<file path="src/rtl/spi_regfile_periph.sv">
// SPI register-file peripheral: synchronised SPI inputs, parametrised register bank, all four SPI modes.
// Optional CIPO readback is compiled in with `define SPI_READBACK_EN; otherwise CIPO/cipo_oe are tied low.
module spi_regfile_periph #(
  parameter int NUM_REGS = 5,
  parameter int ADDR_W   = 7,
  parameter int DATA_W   = 8,
  parameter int CPOL     = 0,
  parameter int CPHA     = 0
) (
  input  logic                         clk,
  input  logic                         rst_n,
  input  logic                         SCLK,
  input  logic                         COPI,
  input  logic                         nCS,
  output logic                         CIPO,
  output logic                         cipo_oe,
  output logic [NUM_REGS*DATA_W-1:0]   regs_flat,
  output logic [NUM_REGS-1:0]          wr_strobe,
  output logic                         frame_err
);

  localparam int FRAME_LEN = 1 + ADDR_W + DATA_W;
  localparam int CNT_W     = $clog2(FRAME_LEN + 2);
  localparam logic [CNT_W-1:0] CNT_HDR  = CNT_W'(ADDR_W);
  localparam logic [CNT_W-1:0] CNT_FULL = CNT_W'(FRAME_LEN);
  localparam logic [CNT_W-1:0] CNT_SAT  = CNT_W'(FRAME_LEN + 1);
  localparam logic SCLK_IDLE = 1'(CPOL);

  typedef enum logic [1:0] {IDLE, ADDR, DATA, COMMIT} state_t;
  state_t state_q, state_d;

  logic sclk_s1, sclk_s2, sclk_s3, copi_s1, copi_s2, ncs_s1, ncs_s2;
  logic rise, fall, sample_edge, take_bit, hdr_done;
  logic commit_ok, commit_bad;
  logic [FRAME_LEN-1:0]        shift_q, shift_next;
  logic [CNT_W-1:0]            cnt_q;
  logic                        rw_q;
  logic [ADDR_W-1:0]           addr_q;
  logic [NUM_REGS-1:0]         hit;
  logic [NUM_REGS*DATA_W-1:0]  regs_q;

  // Synchronisers reset to the bus idle levels so a reset never looks like an edge.
  always_ff @(posedge clk) begin
    if (!rst_n) begin
      sclk_s1 <= SCLK_IDLE;
      sclk_s2 <= SCLK_IDLE;
      sclk_s3 <= SCLK_IDLE;
      copi_s1 <= 1'b0;
      copi_s2 <= 1'b0;
      ncs_s1  <= 1'b1;
      ncs_s2  <= 1'b1;
    end else begin
      sclk_s1 <= SCLK;
      sclk_s2 <= sclk_s1;
      sclk_s3 <= sclk_s2;
      copi_s1 <= COPI;
      copi_s2 <= copi_s1;
      ncs_s1  <= nCS;
      ncs_s2  <= ncs_s1;
    end
  end

  assign rise        = sclk_s2 & ~sclk_s3;
  assign fall        = ~sclk_s2 & sclk_s3;
  assign sample_edge = (CPOL == CPHA) ? rise : fall;
  assign take_bit    = sample_edge & ~ncs_s2;
  assign shift_next  = {shift_q[FRAME_LEN-2:0], copi_s2};
  assign hdr_done    = (state_q == ADDR) && take_bit && (cnt_q == CNT_HDR);

  always_ff @(posedge clk) begin
    if (!rst_n) state_q <= IDLE;
    else        state_q <= state_d;
  end

  // A synchronised nCS rise takes priority over a coincident sample edge.
  always_comb begin
    state_d = state_q;
    case (state_q)
      IDLE:    if (!ncs_s2) state_d = ADDR;
      ADDR:    if (ncs_s2) state_d = COMMIT;
               else if (hdr_done) state_d = DATA;
      DATA:    if (ncs_s2) state_d = COMMIT;
      COMMIT:  state_d = IDLE;
      default: state_d = IDLE;
    endcase
  end

  always_comb begin
    commit_ok  = 1'b0;
    commit_bad = 1'b0;
    if (state_q == COMMIT) begin
      commit_ok  = (cnt_q == CNT_FULL) && rw_q;
      commit_bad = (cnt_q != CNT_FULL);
    end
  end

  // Out-of-range addresses match no bit, so such writes drop out naturally.
  always_comb begin
    hit = '0;
    for (int i = 0; i < NUM_REGS; i++)
      if (addr_q == ADDR_W'(i)) hit[i] = 1'b1;
  end

  always_ff @(posedge clk) begin
    if (!rst_n) begin
      cnt_q     <= '0;
      shift_q   <= '0;
      rw_q      <= 1'b0;
      addr_q    <= '0;
      regs_q    <= '0;
      wr_strobe <= '0;
      frame_err <= 1'b0;
    end else begin
      wr_strobe <= '0;
      frame_err <= commit_bad;
      case (state_q)
        IDLE: begin
          cnt_q   <= '0;
          shift_q <= '0;
        end
        ADDR, DATA: if (take_bit) begin
          shift_q <= shift_next;
          if (cnt_q != CNT_SAT) cnt_q <= cnt_q + 1'b1;
          if (hdr_done) begin
            rw_q   <= shift_next[ADDR_W];
            addr_q <= shift_next[ADDR_W-1:0];
          end
        end
        COMMIT: if (commit_ok) begin
          wr_strobe <= hit;
          for (int i = 0; i < NUM_REGS; i++)
            if (hit[i]) regs_q[i*DATA_W +: DATA_W] <= shift_q[DATA_W-1:0];
        end
        default: ;
      endcase
    end
  end

  assign regs_flat = regs_q;

`ifdef SPI_READBACK_EN
  logic drive_edge, cipo_q;
  logic [DATA_W-1:0] tx_q, rd_val;

  assign drive_edge = (CPOL == CPHA) ? fall : rise;

  // Read mux looks at the address that is being completed this cycle.
  always_comb begin
    rd_val = '0;
    for (int i = 0; i < NUM_REGS; i++)
      if (shift_next[ADDR_W-1:0] == ADDR_W'(i)) rd_val = regs_q[i*DATA_W +: DATA_W];
  end

  always_ff @(posedge clk) begin
    if (!rst_n) begin
      tx_q   <= '0;
      cipo_q <= 1'b0;
    end else if (state_q == IDLE) begin
      tx_q   <= '0;
      cipo_q <= 1'b0;
    end else if (hdr_done) begin
      tx_q <= shift_next[ADDR_W] ? '0 : rd_val;
    end else if ((state_q == DATA) && !rw_q && drive_edge && !ncs_s2) begin
      cipo_q <= tx_q[DATA_W-1];
      tx_q   <= {tx_q[DATA_W-2:0], 1'b0};
    end
  end

  assign cipo_oe = (state_q == DATA) && !rw_q;
  assign CIPO    = cipo_oe & cipo_q;
`else
  assign cipo_oe = 1'b0;
  assign CIPO    = 1'b0;
`endif

endmodule

</file>
<file path="config.mk">
export PLATFORM = sky130hd
export DESIGN_NAME = spi_regfile_periph
export DESIGN_NICKNAME = d
export VERILOG_FILES = /design/src/rtl/spi_regfile_periph.sv
export SDC_FILE = /design/constraint.sdc
export NUM_CORES = 1
export LEC_CHECK = 0
export BUFFER_PORTS_ARGS = -buffer_cell sky130_fd_sc_hd__clkbuf_2
export CORE_MARGIN = 8
export CORE_UTILIZATION = 55
export CTS_CLUSTER_SIZE = 24
export DETAILED_ROUTE_END_ITERATION = 10
export GPL_TIMING_DRIVEN = 0
export PLACE_DENSITY = 0.82
export SLEW_MARGIN = 20
export SYNTH_ARGS = -nofsm -noshare
export SYNTH_HDL_FRONTEND = slang
export SYNTH_SLANG_ARGS = --single-unit
</file>
<file path="constraint.sdc">
create_clock -name clk -period 2.54 [get_ports clk]
set_input_delay 0.508 -clock clk [delete_from_list [all_inputs] [get_ports clk]]
set_output_delay 0.508 -clock clk [all_outputs]
set_load 0.02 [all_outputs]
</file>
==> results.md <==
* Initial core utilization at 0.560
* TNS Setup at 0 ps
* Critical Path Slowest Stage Cell: nand4_1
* Vias in the first global route at 2353
* Leak Pwr at 1.72 nW
* Post CTS Setup Buffer Count at 0
* Core area at 0.00544 mm²
* Clock Tree Buf Depth at 2
* RePlAce Congestion at 0.846
* Top FF cell, synth: dfxtp_1
* Worst Path Buf+Inv at 0
* First-pass GRT wire length at 11.0 mm
* Root Buffer Master: clkbuf_8
* Synth top cells by count: dfxtp_1 (76), nand2_1 (53), mux2i_1 (48)
* H-tree levels at 3
* Critical-path maximum fanout at 8
* Final Core Density at 0.661
* Ant. Diodes at 0
* Synth Register Bits at 76
* Final Skew at 15.2 ps
* GR Overflow Total at 0
* Syn Area/Cell at 9.86 µm²
* Most common cell in the netlist: dfxtp_1
* Max incr delay on CP at 510 ps
* Max-slew violation count at 0
* HPWL Detailed at 4.73 mm
* Asr flop ratio synth at 0
* Yosys top cell by area: dfxtp_1
* Mapped Area at 0.00305 mm²
* FP Rows at 27
* Die width at 90.4 µm
* Slew headroom at 0.624
* Syn Inst Count at 309
* Crit path DAT at 2250 ps
* Die footprint at 0.00818 mm²
* Post-detailed-routing wire length at 6.58 mm
* Cells along the critical path: ha_1 > nor4bb_1 > nand4_1 > mux2i_1 > nor2_1
* Worst EP required at 2760 ps
* Maxcap violations at 0
* Crit Path Category: flip-flop to flip-flop
* CTS tree: built
* TritonCTS Buffers at 9
* Area occupied by registers at 0.00152 mm²
* Clk pin slew, worst setup/hold paths at 80 ps
* Final hold slack at 361 ps
* Final period utilization at 0.801
* Status: complete, no violations
* Wire per inst at 14.7 µm
* Number of synthesized flops with an enable pin at 0
* Largest net degree at the start of global routing at 15
* Port Buffers at 49
* Pwr per Cell Area at 693 mW/mm²
* Top Family by Delay on Critical Path: simple AND/OR/NAND/NOR gates
* Multi-input gate area at 0.00141 mm²
* IO Count at 53
* Levels on crit path at 5
* P&R area growth vs syn at 18.0%
* Library cells used by synthesis at 42
* Layout net count at 383
* IR drop worst, VDD at 0.473 mV
* Fin. Hold Viols at 0
* CTS Hold Bufs at 0
* Seq/Total Area, Yosys at 0.499
* Worst-case reg-to-reg path depth at 5
* Vias per cell at 5.24
* Ys Warns at 0
* Post-DRT Antenna Nets at 0
* Fillcell total at 417
* Fmax at 492 MHz
* CTS resizes at 0
* CP startpoint kind: flip-flop
* Worst Max-Slew Pin Slew at 563 ps
* Area contributors post-synth: dfxtp_1 (50%), mux2i_1 (16%), nand2_1 (6.5%), ha_1 (3.3%), nand2b_1 (2.9%)
* Synth top area share at 0.499
* Share of cells above drive strength 1 at 0.216
* Insertion delay to the later sink of the worst-skew pair at 340 ps
* Hold Path Class: primary input to flip-flop
* Height of the die at 90.4 µm
* Hold Path Stages at 2
* RSZ-0062 raised after global routing: false
* Vias at 2344
* Detailed Route Iter0 Violations at 137
* Minimum clock period at 2030 ps
* TritonRoute pass-1 iters at 4
* Total GRT Usage at 0.162
* Initial antenna violation count at 0
* CTS sink count at 76
* Setup Viol. Count Final at 0
* Worst Setup End Kind: flip-flop
* DRC errors left at 0
==> final timing paths <==
kind	end	slack [ps]	startpoint
worst max register to register	addr_q[2]$_SDFFE_PN0P_	510	cnt_q[0]$_SDFFE_PN0P_
worst max-delay path	addr_q[2]$_SDFFE_PN0P_	510	cnt_q[0]$_SDFFE_PN0P_
worst min-delay path	ncs_s1$_SDFF_PN1_	360	nCS
worst min register to register	ncs_s2$_SDFF_PN1_	420	ncs_s1$_SDFF_PN1_
==> registers in the layout (all words and copies together), names as in the netlist, 2 cells and up <==
register / count
state_q: 2
addr_q: 7
wr_strobe: 5
shift_q: 8
regs_flat: 40
cnt_q: 5
==> cells in the final DEF, fill, tap and decap left out, types with 3 or more instances in the layout <==
cell	netlist	final
inv_1	6	6
nand4_1	4	4
nor4_1	3	3
a21oi_1	12	12
nand2b_1	14	14
or3_1	4	4
clkbuf_1	10	10
clkbuf_8	0	10
mux2i_1	48	48
nand2_1	53	53
nand3_1	14	14
or4_1	3	3
dfxtp_1	76	76
ha_1	8	8
nor2_1	14	14
and2_1	5	5
clkbuf_2	0	49
buf_2	6	6
==> worst register-to-register path, cell delays in order, from the launching register on <==
cell      delay, ps
dfxtp_1         410
ha_1            220
nor4bb_1        380
nand4_1         510
mux2i_1         340
nor2_1           60
==> layout make-up <==
type / count / area share
Clock buffer: 10 / 0.0383
Timing Repair Buffer: 49 / 0.0682
Tap cell: 72 / 0.0251
Sequential cell: 76 / 0.423
Inverter: 7 / 0.00731
Buffer: 20 / 0.0271
Multi-Input combinational cell: 207 / 0.391
Clock inverter: 6 / 0.0198
==> per-stage QoR <==
stage	instance area (µm²)	std cells	total power (W)	worst slack (ps)
floorplan	3050	310	0.00151	701
global placement	3390	431	0.00158	554
detailed placement	3390	431	0.00158	508
CTS	3590	447	0.00251	498
global route	3590	447	0.00260	299
finish	3590	447	0.00249	506
==> report_power, final <==
group	switching [W]	internal (W)	total [W]
clock network	0.000448	0.000487	0.000935
registers	0.0000288	0.00121	0.00124
logic	0.000195	0.000119	0.000314
==> kinds of logic (layout without fill, tap and decap cells) <==
kind of cell	after synthesis	count (layout)	synth area share
AO/OA/AOI/OAI	21	21	0.0439
adder cells (fa/ha/maj)	8	8	0.0329
buffers and inverters	27	92	0.0407
flip-flops	76	76	0.499
multiplexers	50	50	0.165
other	1	2	0.00123
AND/OR/NAND/NOR	126	126	0.217
==> routing by layer <==
layer  global-route usage  up-vias  part of all wire
met5                    0        -                 0
met4               0.0832        0             0.016
met3               0.0333       10             0.037
met2                0.259       55              0.48
met1                0.200     1105              0.46
li1                     -     1174                 -
Note: power is estimated with default switching activity, not from simulation.
